[src/rtl/audio_tone_gen.sv]
// Audio sample source for the HDMI encoder: fractional-rate sample clock plus a DDS tone with an
// attack/sustain/release envelope. Define AUDIO_TONE_NOISE_EN to make wave_sel=2'b11 select noise.
module audio_tone_gen #(
  parameter int unsigned CLK_HZ       = 25175000,
  parameter int unsigned SAMPLE_RATE  = 48000,
  parameter int unsigned PHASE_W      = 24,
  parameter int unsigned ATTACK_STEP  = 8,
  parameter int unsigned RELEASE_STEP = 1
) (
  input  logic                clk_pixel,
  input  logic                resetn,
  input  logic                trigger,
  input  logic [PHASE_W-1:0]  freq_word,
  input  logic [1:0]          wave_sel,
  input  logic [15:0]         duration,
  output logic                clk_audio,
  output logic [1:0][15:0]    audio_sample_word,
  output logic                busy,
  output logic [7:0]          level
);

  localparam logic [31:0] AccInc      = 32'(2 * SAMPLE_RATE);
  localparam logic [31:0] AccMod      = 32'(CLK_HZ);
  localparam logic [8:0]  AttackStep  = 9'(ATTACK_STEP);
  localparam logic [8:0]  ReleaseStep = 9'(RELEASE_STEP);

  typedef enum logic [1:0] {StIdle, StAttack, StSustain, StRelease} state_e;

  logic [31:0]         acc_q, acc_d, acc_sum;
  logic                clk_audio_q, clk_audio_d;
  logic                toggle, smp, smp_q;
  state_e              state_q, state_d;
  logic [7:0]          level_q, level_d;
  logic [15:0]         dur_q, dur_d;
  logic [PHASE_W-1:0]  phase_q, phase_d;
  logic                busy_q;
  logic [1:0][15:0]    audio_q, audio_d;
  logic [8:0]          lvl_up;
  logic [15:0]         p, w, out_l, out_r;
  logic [14:0]         tri_t;
  logic signed [24:0]  w_ext, lvl_ext, prod;

`ifdef AUDIO_TONE_NOISE_EN
  logic [15:0] lfsr_q, lfsr_d;

  // Right-shifting Galois form of x^16 + x^15 + x^13 + x^4 + 1.
  always_comb begin
    lfsr_d = lfsr_q;
    if (smp) begin
      lfsr_d = {1'b0, lfsr_q[15:1]} ^ (lfsr_q[0] ? 16'hd008 : 16'h0000);
    end
  end
`endif

  // Rate accumulator: toggles clk_audio so its long-run frequency is exactly SAMPLE_RATE.
  always_comb begin
    acc_sum     = acc_q + AccInc;
    toggle      = (acc_sum >= AccMod);
    acc_d       = toggle ? (acc_sum - AccMod) : acc_sum;
    clk_audio_d = clk_audio_q ^ toggle;
    smp         = toggle & clk_audio_q;
  end

  assign lvl_up = {1'b0, level_q} + AttackStep;

  always_comb begin
    state_d = state_q;
    level_d = level_q;
    dur_d   = dur_q;
    phase_d = phase_q;
    if (smp) begin
      phase_d = phase_q + freq_word;
    end
    // A trigger overrides any envelope step in the same cycle; level is kept to avoid clicks.
    if (trigger) begin
      state_d = StAttack;
      dur_d   = duration;
      if (state_q == StIdle) begin
        phase_d = '0;
      end
    end else if (smp) begin
      unique case (state_q)
        StIdle: level_d = '0;
        StAttack: begin
          if (lvl_up >= 9'd255) begin
            level_d = 8'hff;
            state_d = StSustain;
          end else begin
            level_d = lvl_up[7:0];
          end
        end
        StSustain: begin
          if (dur_q == 16'd0) begin
            state_d = StRelease;
          end else begin
            dur_d = dur_q - 16'd1;
          end
        end
        StRelease: begin
          if ({1'b0, level_q} <= ReleaseStep) begin
            level_d = '0;
            state_d = StIdle;
          end else begin
            level_d = level_q - ReleaseStep[7:0];
          end
        end
      endcase
    end
  end

  assign p = phase_q[PHASE_W-1 -: 16];

  always_comb begin
    w     = '0;
    tri_t = p[15] ? ~p[14:0] : p[14:0];
    unique case (wave_sel)
      2'b00:   w = p[15] ? 16'h8001 : 16'h7fff;
      2'b01:   w = {~p[15], p[14:0]};
      2'b10:   w = {~tri_t[14], tri_t[13:0], 1'b0};
      default: begin
`ifdef AUDIO_TONE_NOISE_EN
        w = lfsr_q;
`else
        w = '0;
`endif
      end
    endcase
  end

  // Signed wave times unsigned level; the product always fits in 25 bits.
  always_comb begin
    w_ext   = {{9{w[15]}}, w};
    lvl_ext = {17'b0, level_q};
    prod    = w_ext * lvl_ext;
    out_l   = 16'(prod >>> 8);
    out_r   = (out_l == 16'h8000) ? 16'h7fff : -out_l;
    audio_d = audio_q;
    if (smp_q) begin
      audio_d[0] = out_l;
      audio_d[1] = out_r;
    end
  end

  always_ff @(posedge clk_pixel or negedge resetn) begin
    if (!resetn) begin
      acc_q       <= '0;
      clk_audio_q <= 1'b0;
      smp_q       <= 1'b0;
      state_q     <= StIdle;
      level_q     <= '0;
      dur_q       <= '0;
      phase_q     <= '0;
      busy_q      <= 1'b0;
      audio_q     <= '0;
`ifdef AUDIO_TONE_NOISE_EN
      lfsr_q      <= 16'hace1;
`endif
    end else begin
      acc_q       <= acc_d;
      clk_audio_q <= clk_audio_d;
      smp_q       <= smp;
      state_q     <= state_d;
      level_q     <= level_d;
      dur_q       <= dur_d;
      phase_q     <= phase_d;
      busy_q      <= (state_d != StIdle);
      audio_q     <= audio_d;
`ifdef AUDIO_TONE_NOISE_EN
      lfsr_q      <= lfsr_d;
`endif
    end
  end

  assign clk_audio         = clk_audio_q;
  assign audio_sample_word = audio_q;
  assign busy              = busy_q;
  assign level             = level_q;

endmodule

[config.mk]
export PLATFORM = sky130hd
export DESIGN_NAME = audio_tone_gen
export DESIGN_NICKNAME = d
export VERILOG_FILES = /design/src/rtl/audio_tone_gen.sv
export SDC_FILE = /design/constraint.sdc
export NUM_CORES = 1
export LEC_CHECK = 0
export CELL_PAD_IN_SITES_DETAIL_PLACEMENT = 2
export CELL_PAD_IN_SITES_GLOBAL_PLACEMENT = 2
export CORE_ASPECT_RATIO = 0.9
export CORE_MARGIN = 2
export CORE_UTILIZATION = 34
export DETAILED_ROUTE_END_ITERATION = 7
export PLACE_DENSITY = 0.87
export SLEW_MARGIN = 20
export SYNTH_ARGS = -nofsm -noshare
export SYNTH_HDL_FRONTEND = slang
export SYNTH_SLANG_ARGS = --single-unit
[constraint.sdc]
create_clock -name clk_pixel -period 5.82 [get_ports clk_pixel]
set_input_delay 1.164 -clock clk_pixel [delete_from_list [all_inputs] [get_ports clk_pixel]]
set_output_delay 1.164 -clock clk_pixel [all_outputs]
set_load 0.01 [all_outputs]
After elaboration in Yosys (flattened, before gate mapping):

Cells that the tools add are included.

* input port bits: 45
* output and inout port bits: 42
* word-level logic and storage cells: 64
* bits in registers: 117

* multiplexer cells: 21
* reductions and logical operators: 9
* add/subtract/negate cells: 7
* multiply operators: 1
* magnitude comparators: 3
* bitwise gates (word level): 6
* equal/unequal tests: 7

Operator list (number)
* 2-to-1 mux 16 bit: 6
* 2-to-1 mux 24 bit: 3
* one-hot mux 16 bit (3 select lines): 1
* adder 32 x 17 -> 32 bit (second input constant): 1
* >= comparator 32 x 25 -> 1 bit (second input constant): 1
* 2-to-1 mux 32 bit: 1
* subtractor 32 x 25 -> 32 bit (second input constant): 1
* adder 24 bit: 1
* multiplier 16 x 9 -> 24 bit: 1
* one-hot mux 8 bit (3 select lines): 1
* equality test 16 bit (second input constant): 1
* zero test 16 bit: 1
* 2-to-1 mux 8 bit: 2
* negation 16 bit: 1
* subtractor 16 x 1 -> 16 bit (second input constant): 1
* 2-to-1 mux 15 bit: 1
* inverter 15 bit: 1
* 2-to-1 mux 2 bit: 5
* adder 8 x 4 -> 9 bit (second input constant): 1
* >= comparator 9 x 8 -> 1 bit (second input constant): 1
* less-or-equal comparator 8 x 1 -> 1 bit (second input constant): 1
* subtractor 8 x 1 -> 8 bit (second input constant): 1
* equality test 2 bit (second input constant): 3
* one-hot mux 2 bit (3 select lines): 1
* other kinds (9): 16

Longest topological paths before layout:

Gate-level depths: netlist of the first run.

* depth in word-level cells: 7
* mapped depth: 28
* depth with buffers taken out: 24

Worst setup path after synthesis of the first run:

Ideal clock, no wire load.

* kind: input-to-reg
* from: input port wave_sel[1]
* to: register audio_q (netlist bit audio_sample_word[29])
* setup slack: -1267 ps
* stages on the path: 27
* required time: 5669 ps
* arrival: 6936 ps
* cell sequence: clkbuf_1 clkbuf_1 nand2b_1 xnor2_1 o21ai_1 nand2_1 fa_1 inv_1 fa_1 fa_1 inv_1 fa_1 inv_1 ha_1 clkbuf_1 and3_1 clkbuf_1 and4_1 a21oi_1 o211ai_2 a21oi_4 o21ai_2 xnor2_2 and3b_1 nand2_2 buf_6 a31oi_1

* word-level cells in the longest chain between the ends: 5
* elaborated cells between the ends (all ways): 8
* those cells by class: 1 x add/sub; 1 x mul; 3 x eq/ne; 2 x mux; 1 x reduce/logical

RTL lines
* from (decl): line 14 `input logic [1:0] wave_sel,`
* equality test 2 bit (tied with other cells): line 116 `unique case (wave_sel)`
* one-hot mux 16 bit (3 select lines) (*): line 116
* multiplier 16 x 9 -> 24 bit (*): line 134 `prod = w_ext * lvl_ext;`
* negation 16 bit / equality test 16 bit (equally long branches): line 136 `out_r = (out_l == 16'h8000) ? 16'h7fff : -out_l;`
* 2-to-1 mux 16 bit (*): line 136
* to (signal assigned): line 167 `audio_q <= audio_d;`
* to (decl): line 37 `logic [1:0][15:0] audio_q, audio_d;`

Every way passes the cells marked *; elsewhere a longest branch is shown, timed or not.
A chain may end at the register's enable or synchronous reset.

Final worst setup path of the first run:

* from: input port wave_sel[1]
* to: register audio_q (netlist bit audio_sample_word[22])

The elaborated chain is that of the path after synthesis.

==> out/summary.json, run 1 <==
{
  "synthesis": {
    "ys_types": 96,
    "synth_edf_count": 0,
    "yosys.cell_count.top_type": "sky130_fd_sc_hd__inv_1",
    "syn-num-nets": 1686,
    "synth_cells": 1463,
    "synth_area_um2": 12700,
    "syn_avg_cell_area_um2": 8.67,
    "yosysWarningCount": 0,
    "synth_top_area_share_pct": 22.5,
    "synth_top_area_cell": "sky130_fd_sc_hd__dfrtp_1",
    "postSynth.asyncResetShare_pct": 100,
    "post_synth_main_area_contributors": "sky130_fd_sc_hd__dfrtp_1 22%, sky130_fd_sc_hd__fa_1 16%, sky130_fd_sc_hd__ha_1 7.7%",
    "synth-seq-area-share_pct": 22.5,
    "yosys-top-cells-count": "165 x sky130_fd_sc_hd__inv_1, 162 x sky130_fd_sc_hd__nand2_1, 114 x sky130_fd_sc_hd__dfrtp_1, 112 x sky130_fd_sc_hd__nor2_1, 100 x sky130_fd_sc_hd__fa_1",
    "synth.ff_latch_count": 114,
    "leading_register_cell_type_out_of_synthesis": "sky130_fd_sc_hd__dfrtp_1"
  },
  "sta": {
    "layout_worst_path_cycle_share_pct": 121,
    "worst_pin_slew_ps": 1070,
    "fmax_ghz": 0.142,
    "timing.final.hold_violations": 0,
    "skew_ps": 22.0,
    "finalCriticalPeriod_ps": 7050,
    "setup_viol_count_final": 30,
    "grt_setup_unrepaired": "yes",
    "setup_total_negative_slack_ps": -27750,
    "maxSlewViolCount": 0,
    "max_slew_margin_pct": 28.7,
    "final.setup.worst_slack_ps": -1230
  },
  "global_route": {
    "grt_pass1_vias": 15000,
    "grt_start_max_net_pins": 52,
    "grt_antenna_before_repair": 1,
    "grt-ovfl-total": 0,
    "grt_usage_pct": 34.0,
    "grt_first_pass_wirelength_mm": 99.7
  },
  "worst_setup_path": {
    "ff2ff_setup_slack_ps": -830,
    "setup.worst_path.start_class": "primary input",
    "worst-endpoint-required_ps": 6190,
    "timing.critical_path.slowest_stage_cell": "sky130_fd_sc_hd__fa_1",
    "crit_path_end_kind": "flop",
    "worstPathMaxFanout": 7,
    "cp_data_arrival_time_ps": 7430,
    "timing.setup.critical_path_class": "primary input to flop",
    "critical_path.max_stage_delay_ps": 630
  },
  "floorplanning": {
    "floorplan.die_area_um2": 38900,
    "floorplan.core_area_um2": 37000,
    "initial_utilization_pct": 34.3,
    "die-width_um": 208,
    "placementRows": 67,
    "ports": 87,
    "dieHeight_um": 187
  },
  "detailed_routing": {
    "drtAntennaViolNets": 0,
    "vias": 13400,
    "dr.pass1.iters": 5,
    "drt-initial-drc-count": 994,
    "wl_per_cell_um": 33.3,
    "postRouteWirelength_mm": 73.9,
    "drc": 0,
    "viasPerCell": 6.04
  },
  "final_layout": {
    "syn2layout_area_growth_pct": 40.4,
    "finalCoreUtilization_pct": 48.2,
    "final_layout_size_suffix_gt1_share_pct": 30.7,
    "antennaDiodeCount": 0,
    "design.final.nets": 1944
  },
  "clocking": {
    "cts_htree_levels": 4,
    "cts_hold_buffers": 0,
    "clock_sinks": 114,
    "cts-root-to-sink-buffers": 2,
    "cts_inserted_buffers": 17,
    "cts_tree": "done",
    "clock_tree.root_cell": "sky130_fd_sc_hd__clkbuf_16",
    "path_clk_slew_ps": 60,
    "worst_skew_pair.late_latency_ps": 480
  },
  "pwr": {
    "peak_vdd_ir_uv": 230,
    "cellPowerDensity_nw_per_um2": 176,
    "design_power_total_mw": 3.14,
    "power_leakage_nw": 8.11
  },
  "place": {
    "dp_hpwl_mm": 37.6,
    "routability_congestion_estimate_from_global_placement": 0.821,
    "place.port_buffers": 86
  },
  "min_path": {
    "hold_class": "flop to flop"
  },
  "outcome": {
    "outcome": "finished with violations",
    "violations": "negative setup slack"
  },
  "job": {
    "timing.max_cap.violations": 0
  }
}
## path summary, 6_finish.rpt
kind                              from               endpoint  cells after the start
max                        wave_sel[1]  audio_sample_word[22]                     27
min                           acc_q[3]               acc_q[3]                      1
max reg2reg                phase_q[23]  audio_sample_word[22]                     23
min reg2reg                   acc_q[3]               acc_q[3]                      1
max in group asynchronous       resetn             phase_q[1]                      2
min in group asynchronous       resetn              acc_q[24]                      1
## flip-flops by register name (all words and copies together), names as in the netlist
name,flops
acc_q,29
audio_sample_word,32
busy,1
clk_audio,1
dur_q,16
level,8
phase_q,24
smp_q,1
state_q,2
## cells in the final DEF (no fill, tap or decap), types with 21 or more instances in the layout
| cell | synthesis | layout |
|---|---|---|
| sky130_fd_sc_hd__buf_4 | 5 | 158 |
| sky130_fd_sc_hd__inv_1 | 165 | 134 |
| sky130_fd_sc_hd__nand2_1 | 162 | 132 |
| sky130_fd_sc_hd__dfrtp_1 | 114 | 113 |
| sky130_fd_sc_hd__nor2_1 | 112 | 107 |
| sky130_fd_sc_hd__clkdlybuf4s50_1 | 0 | 83 |
| sky130_fd_sc_hd__fa_1 | 100 | 79 |
| sky130_fd_sc_hd__xnor2_1 | 86 | 69 |
| sky130_fd_sc_hd__ha_1 | 78 | 62 |
| sky130_fd_sc_hd__buf_6 | 5 | 52 |
| sky130_fd_sc_hd__and2_1 | 63 | 50 |
| sky130_fd_sc_hd__o21ai_0 | 45 | 45 |
| sky130_fd_sc_hd__xor2_1 | 38 | 34 |
| sky130_fd_sc_hd__inv_2 | 0 | 31 |
| sky130_fd_sc_hd__nor3_1 | 33 | 28 |
| sky130_fd_sc_hd__a21oi_1 | 42 | 28 |
| sky130_fd_sc_hd__nand2_2 | 1 | 26 |
| sky130_fd_sc_hd__nand3_1 | 27 | 24 |
| sky130_fd_sc_hd__mux2i_1 | 23 | 21 |
| sky130_fd_sc_hd__fa_2 | 0 | 21 |
## area by class of cell
cell class              instances  area [um2]
fillers                      3804       19200
multi-input cells            1117       10300
flip-flops and latches        114        2860
repair buffers                305        2840
inverters                     166         626
well taps                     483         604
clock buffers                  23         478
clock inverters                 9         129
## report_power, final
part / internal [mW] / switching (mW)
Sequential: 0.808 / 0.0257
Combinational: 0.479 / 0.647
Clock: 0.705 / 0.473
Total: 1.99 / 1.15
## metal layers
layer	wire length, um	track usage, %	part of all wire (%)	vias to the layer above
li1	-	-	-	5392
met4	6470	20.5	8.8	2
met1	27300	38.3	37	6825
met3	4270	5.78	5.8	388
met2	35800	60.3	49	784
met5	12	0	0.016	-
## stage by stage
stage               hold WS, ps  setup slack (ps)  instances  instance area [um2]
global route                548             -1300       2217                17800
CTS                         509              -684       2197                17300
global placement            485             -1400       2112                15300
detailed placement          496             -1830       2112                15300
finish                      515             -1230       2217                17800
floorplan                   469              -750       1463                13100
## critical path, delay by kind of cell
family                   cells  cell delay, ps
AND/OR/NAND/NOR              5             940
buffers and inverters       10            1130
adder cells (fa/ha/maj)      5            2590
XOR/XNOR                     1             200
AO/OA/AOI/OAI                6            1360
## logic make-up (layout without fill, tap and decap cells)
| family | after synthesis | after routing | share of synthesized area, % |
|---|---|---|---|
| buffers and inverters | 232 | 503 | 7.39 |
| xor gates and xnor gates | 125 | 125 | 8.69 |
| DFF | 114 | 114 | 22.5 |
| adders and majority gates | 178 | 178 | 23.5 |
| and+or+nand+nor | 547 | 547 | 22.1 |
| AOI/OAI and AO/OA | 230 | 230 | 12.8 |
| muxes | 37 | 37 | 3.09 |
## repair_timing
item / in CTS / in global routing
setup buffers: 52 / 27
cloned: 2 / 0
pin swaps: 108 / 68
gates resized for setup: 212 / 84
setup endpoints to repair: 32 / 32
(Power assumes the default switching activity.)
==> run 2, diff against run 1 <==
SKIP_LAST_GASP = 1   (was default)
==> out/summary.json, run 2 (synthesized netlist as in run 1, its figures left out) <==
{
  "clocking": {
    "cts_tree": "done",
    "cts_inserted_buffers": {"value": 17, "change": "unchanged"},
    "cts_hold_buffers": {"value": 0, "change": "unchanged"},
    "clock_sinks": {"value": 114, "change": "unchanged"},
    "worst_skew_pair.late_latency": {"value": 480, "unit": "ps", "change": "about the same"},
    "clock_tree.root_cell": "sky130_fd_sc_hd__clkbuf_16",
    "path_clk_slew": {"value": 70, "unit": "ps", "change": "about the same"},
    "cts-root-to-sink-buffers": {"value": 2, "change": "unchanged"},
    "cts_htree_levels": {"value": 4, "change": "unchanged"}
  },
  "worst_setup_path": {
    "timing.critical_path.max_delay_family": "adder cells",
    "timing.critical_path.slowest_stage_cell": "sky130_fd_sc_hd__fa_1",
    "crit_path_end_kind": "flop",
    "critPathBufInv": {"value": 11, "change": "+1"},
    "crit_top_cell": "sky130_fd_sc_hd__fa_1",
    "ff2ff_setup_slack": {"value": -970, "unit": "ps", "change": "-140 ps"},
    "worstPathMaxFanout": {"value": 7, "change": "unchanged"},
    "worst-endpoint-required": {"value": 6200, "unit": "ps", "change": "about the same"},
    "setup.worst_path.start_class": "primary input",
    "timing.setup.critical_path_class": "primary input to flop",
    "critical_path.max_stage_delay": {"value": 750, "unit": "ps", "change": "+120 ps"},
    "cp_data_arrival_time": {"value": 7620, "unit": "ps", "change": "+190 ps"}
  },
  "final_layout": {
    "antennaDiodeCount": {"value": 0, "change": "unchanged"},
    "mostFrequentLayoutCell": "sky130_fd_sc_hd__buf_4",
    "final_layout_size_suffix_gt1_share": {"value": 32.4, "unit": "%", "change": "+1.7 points"},
    "design.final.nets": {"value": 1969, "change": "+1.3%"},
    "mostFrequentLayoutCells": "164 x sky130_fd_sc_hd__buf_4, 133 x sky130_fd_sc_hd__nand2_1, 133 x sky130_fd_sc_hd__inv_1",
    "finalCoreUtilization": {"value": 49.3, "unit": "%", "change": "+1.1 points"},
    "fillCellCount": {"value": 3793, "change": "-0.29%"},
    "max_ffs_per_register": {"value": 32, "change": "unchanged"},
    "syn2layout_area_growth_pct": 43.6
  },
  "pwr": {
    "design_power_total": {"value": 3.20, "unit": "mW", "change": "+1.8%"},
    "power_leakage": {"value": 8.29, "unit": "nW", "change": "+2.3%"},
    "cellPowerDensity": {"value": 175, "unit": "nW/um2", "change": "-0.40%"},
    "peak_vdd_ir": {"value": 214, "unit": "uV", "change": "-6.7%"}
  },
  "sta": {
    "max_slew_margin": {"value": 24.5, "unit": "%", "change": "-4.2 points"},
    "skew": {"value": 18.2, "unit": "ps", "change": "-3.81 ps"},
    "grt_setup_unrepaired": "yes",
    "setup_viol_count_final": {"value": 30, "change": "unchanged"},
    "final.setup.worst_slack": {"value": -1420, "unit": "ps", "change": "-186 ps"},
    "fmax": {"value": 0.138, "unit": "GHz", "change": "-2.6%"},
    "timing.final.hold_violations": {"value": 0, "change": "unchanged"},
    "maxSlewViolCount": {"value": 0, "change": "unchanged"},
    "layout_worst_path_cycle_share": {"value": 124, "unit": "%", "change": "+3.2 points"},
    "worst_pin_slew": {"value": 1130, "unit": "ps", "change": "+62.7 ps"},
    "finalCriticalPeriod": {"value": 7240, "unit": "ps", "change": "+186 ps"}
  },
  "floorplanning": {
    "ports": {"value": 87, "change": "unchanged"},
    "placementRows": {"value": 67, "change": "unchanged"},
    "initial_utilization": {"value": 34.3, "unit": "%", "change": "unchanged"},
    "die-width": {"value": 208, "unit": "um", "change": "unchanged"},
    "dieHeight": {"value": 187, "unit": "um", "change": "unchanged"},
    "floorplan.die_area": {"value": 38900, "unit": "um2", "change": "unchanged"},
    "floorplan.core_area": {"value": 37000, "unit": "um2", "change": "unchanged"}
  },
  "global_route": {
    "grt_pass1_vias": {"value": 15300, "change": "+2.5%"},
    "grt_util_met1": {"value": 38.1, "unit": "%", "change": "-0.13 points"},
    "grt_antenna_before_repair": {"value": 0, "change": "-1"},
    "busiest_layer": "met2",
    "grt_first_pass_wirelength": {"value": 101, "unit": "mm", "change": "+1.0%"},
    "gr-usage-met2": {"value": 59.8, "unit": "%", "change": "-0.53 points"},
    "grt_usage": {"value": 34.2, "unit": "%", "change": "+0.20 points"},
    "grt-ovfl-total": {"value": 0, "change": "unchanged"},
    "groute.layer.met3.usage": {"value": 6.33, "unit": "%", "change": "+0.55 points"},
    "grt_start_max_net_pins": {"value": 52, "change": "unchanged"}
  },
  "job": {
    "timing.max_cap.violations": {"value": 0, "change": "unchanged"}
  },
  "detailed_routing": {
    "wl_per_cell": {"value": 34.9, "unit": "um", "change": "+4.7%"},
    "viasPerCell": {"value": 6.22, "change": "+2.9%"},
    "postRouteWirelength": {"value": 78.2, "unit": "mm", "change": "+5.9%"},
    "drtAntennaViolNets": {"value": 0, "change": "unchanged"},
    "drc": {"value": 0, "change": "unchanged"},
    "dr.pass1.iters": {"value": 5, "change": "unchanged"},
    "drt-initial-drc-count": {"value": 1280, "change": "+29%"},
    "vias": {"value": 13900, "change": "+4.1%"}
  },
  "outcome": {
    "outcome": "finished with violations",
    "violations": "negative setup slack"
  },
  "place": {
    "dp_hpwl": {"value": 37.6, "unit": "mm", "change": "unchanged"},
    "place.port_buffers": {"value": 86, "change": "unchanged"},
    "routability_congestion_estimate_from_global_placement": {"value": 0.821, "change": "unchanged"}
  },
  "min_path": {
    "hold_class": "flop to flop"
  }
}
-- run 2: cell types whose count changed in the layout (fill, tap and decap cells not counted), sizes merged --
cell	change
buf	+25
-- run 2: cell type report --
cell class / instances / area (um2) / area share, %
Clock inverter: 9 / 129 / 0.708
Multi-Input combinational cell: 1117 / 10400 / 57.0
Timing Repair Buffer: 330 / 3120 / 17.1
Tap cell: 483 / 604 / 3.32
Inverter: 166 / 631 / 3.46
Sequential cell: 114 / 2860 / 15.7
Clock buffer: 23 / 478 / 2.62
-- run 2: timing repair --
item	4_1_cts	5_1_grt
setup endpoints to repair	32	33
gates cloned	2	0
pin swaps	108	84
gates resized for setup	209	123
buffers inserted	52	52
-- run 2: layer usage --
metal | share of wire, % | up-vias
met5 | 0 | -
met2 | 47 | 941
met3 | 7.5 | 441
met4 | 9.0 | 0
li1 | - | 5435
met1 | 36 | 7118
-- run 2: power breakdown --
part | switching [mW] | internal, mW
Clock | 0.476 | 0.705
Combinational | 0.667 | 0.515
Sequential | 0.0254 | 0.808
-- run 2: worst paths after layout --
path,startpoint,endpoint,cells after the start
max,wave_sel[1],audio_sample_word[30],29
min,acc_q[3],acc_q[3],1
max reg2reg,phase_q[17],audio_sample_word[30],26
min reg2reg,acc_q[3],acc_q[3],1
max in group asynchronous,resetn,acc_q[13],2
min in group asynchronous,resetn,acc_q[24],1
-- run 2: metrics by stage --
stage	instances	cell area (um2)	worst slack (ps)	TNS [ps]	hold WS [ps]
2_1_floorplan	1463	13100	-750	-12330	469
3_3_place_gp	2112	15300	-1400	-35850	485
3_5_place_dp	2112	15300	-1830	-47310	496
4_1_cts	2197	17300	-697	-12530	509
5_1_grt	2242	18200	-1490	-32960	540
6_report	2242	18200	-1420	-31990	509
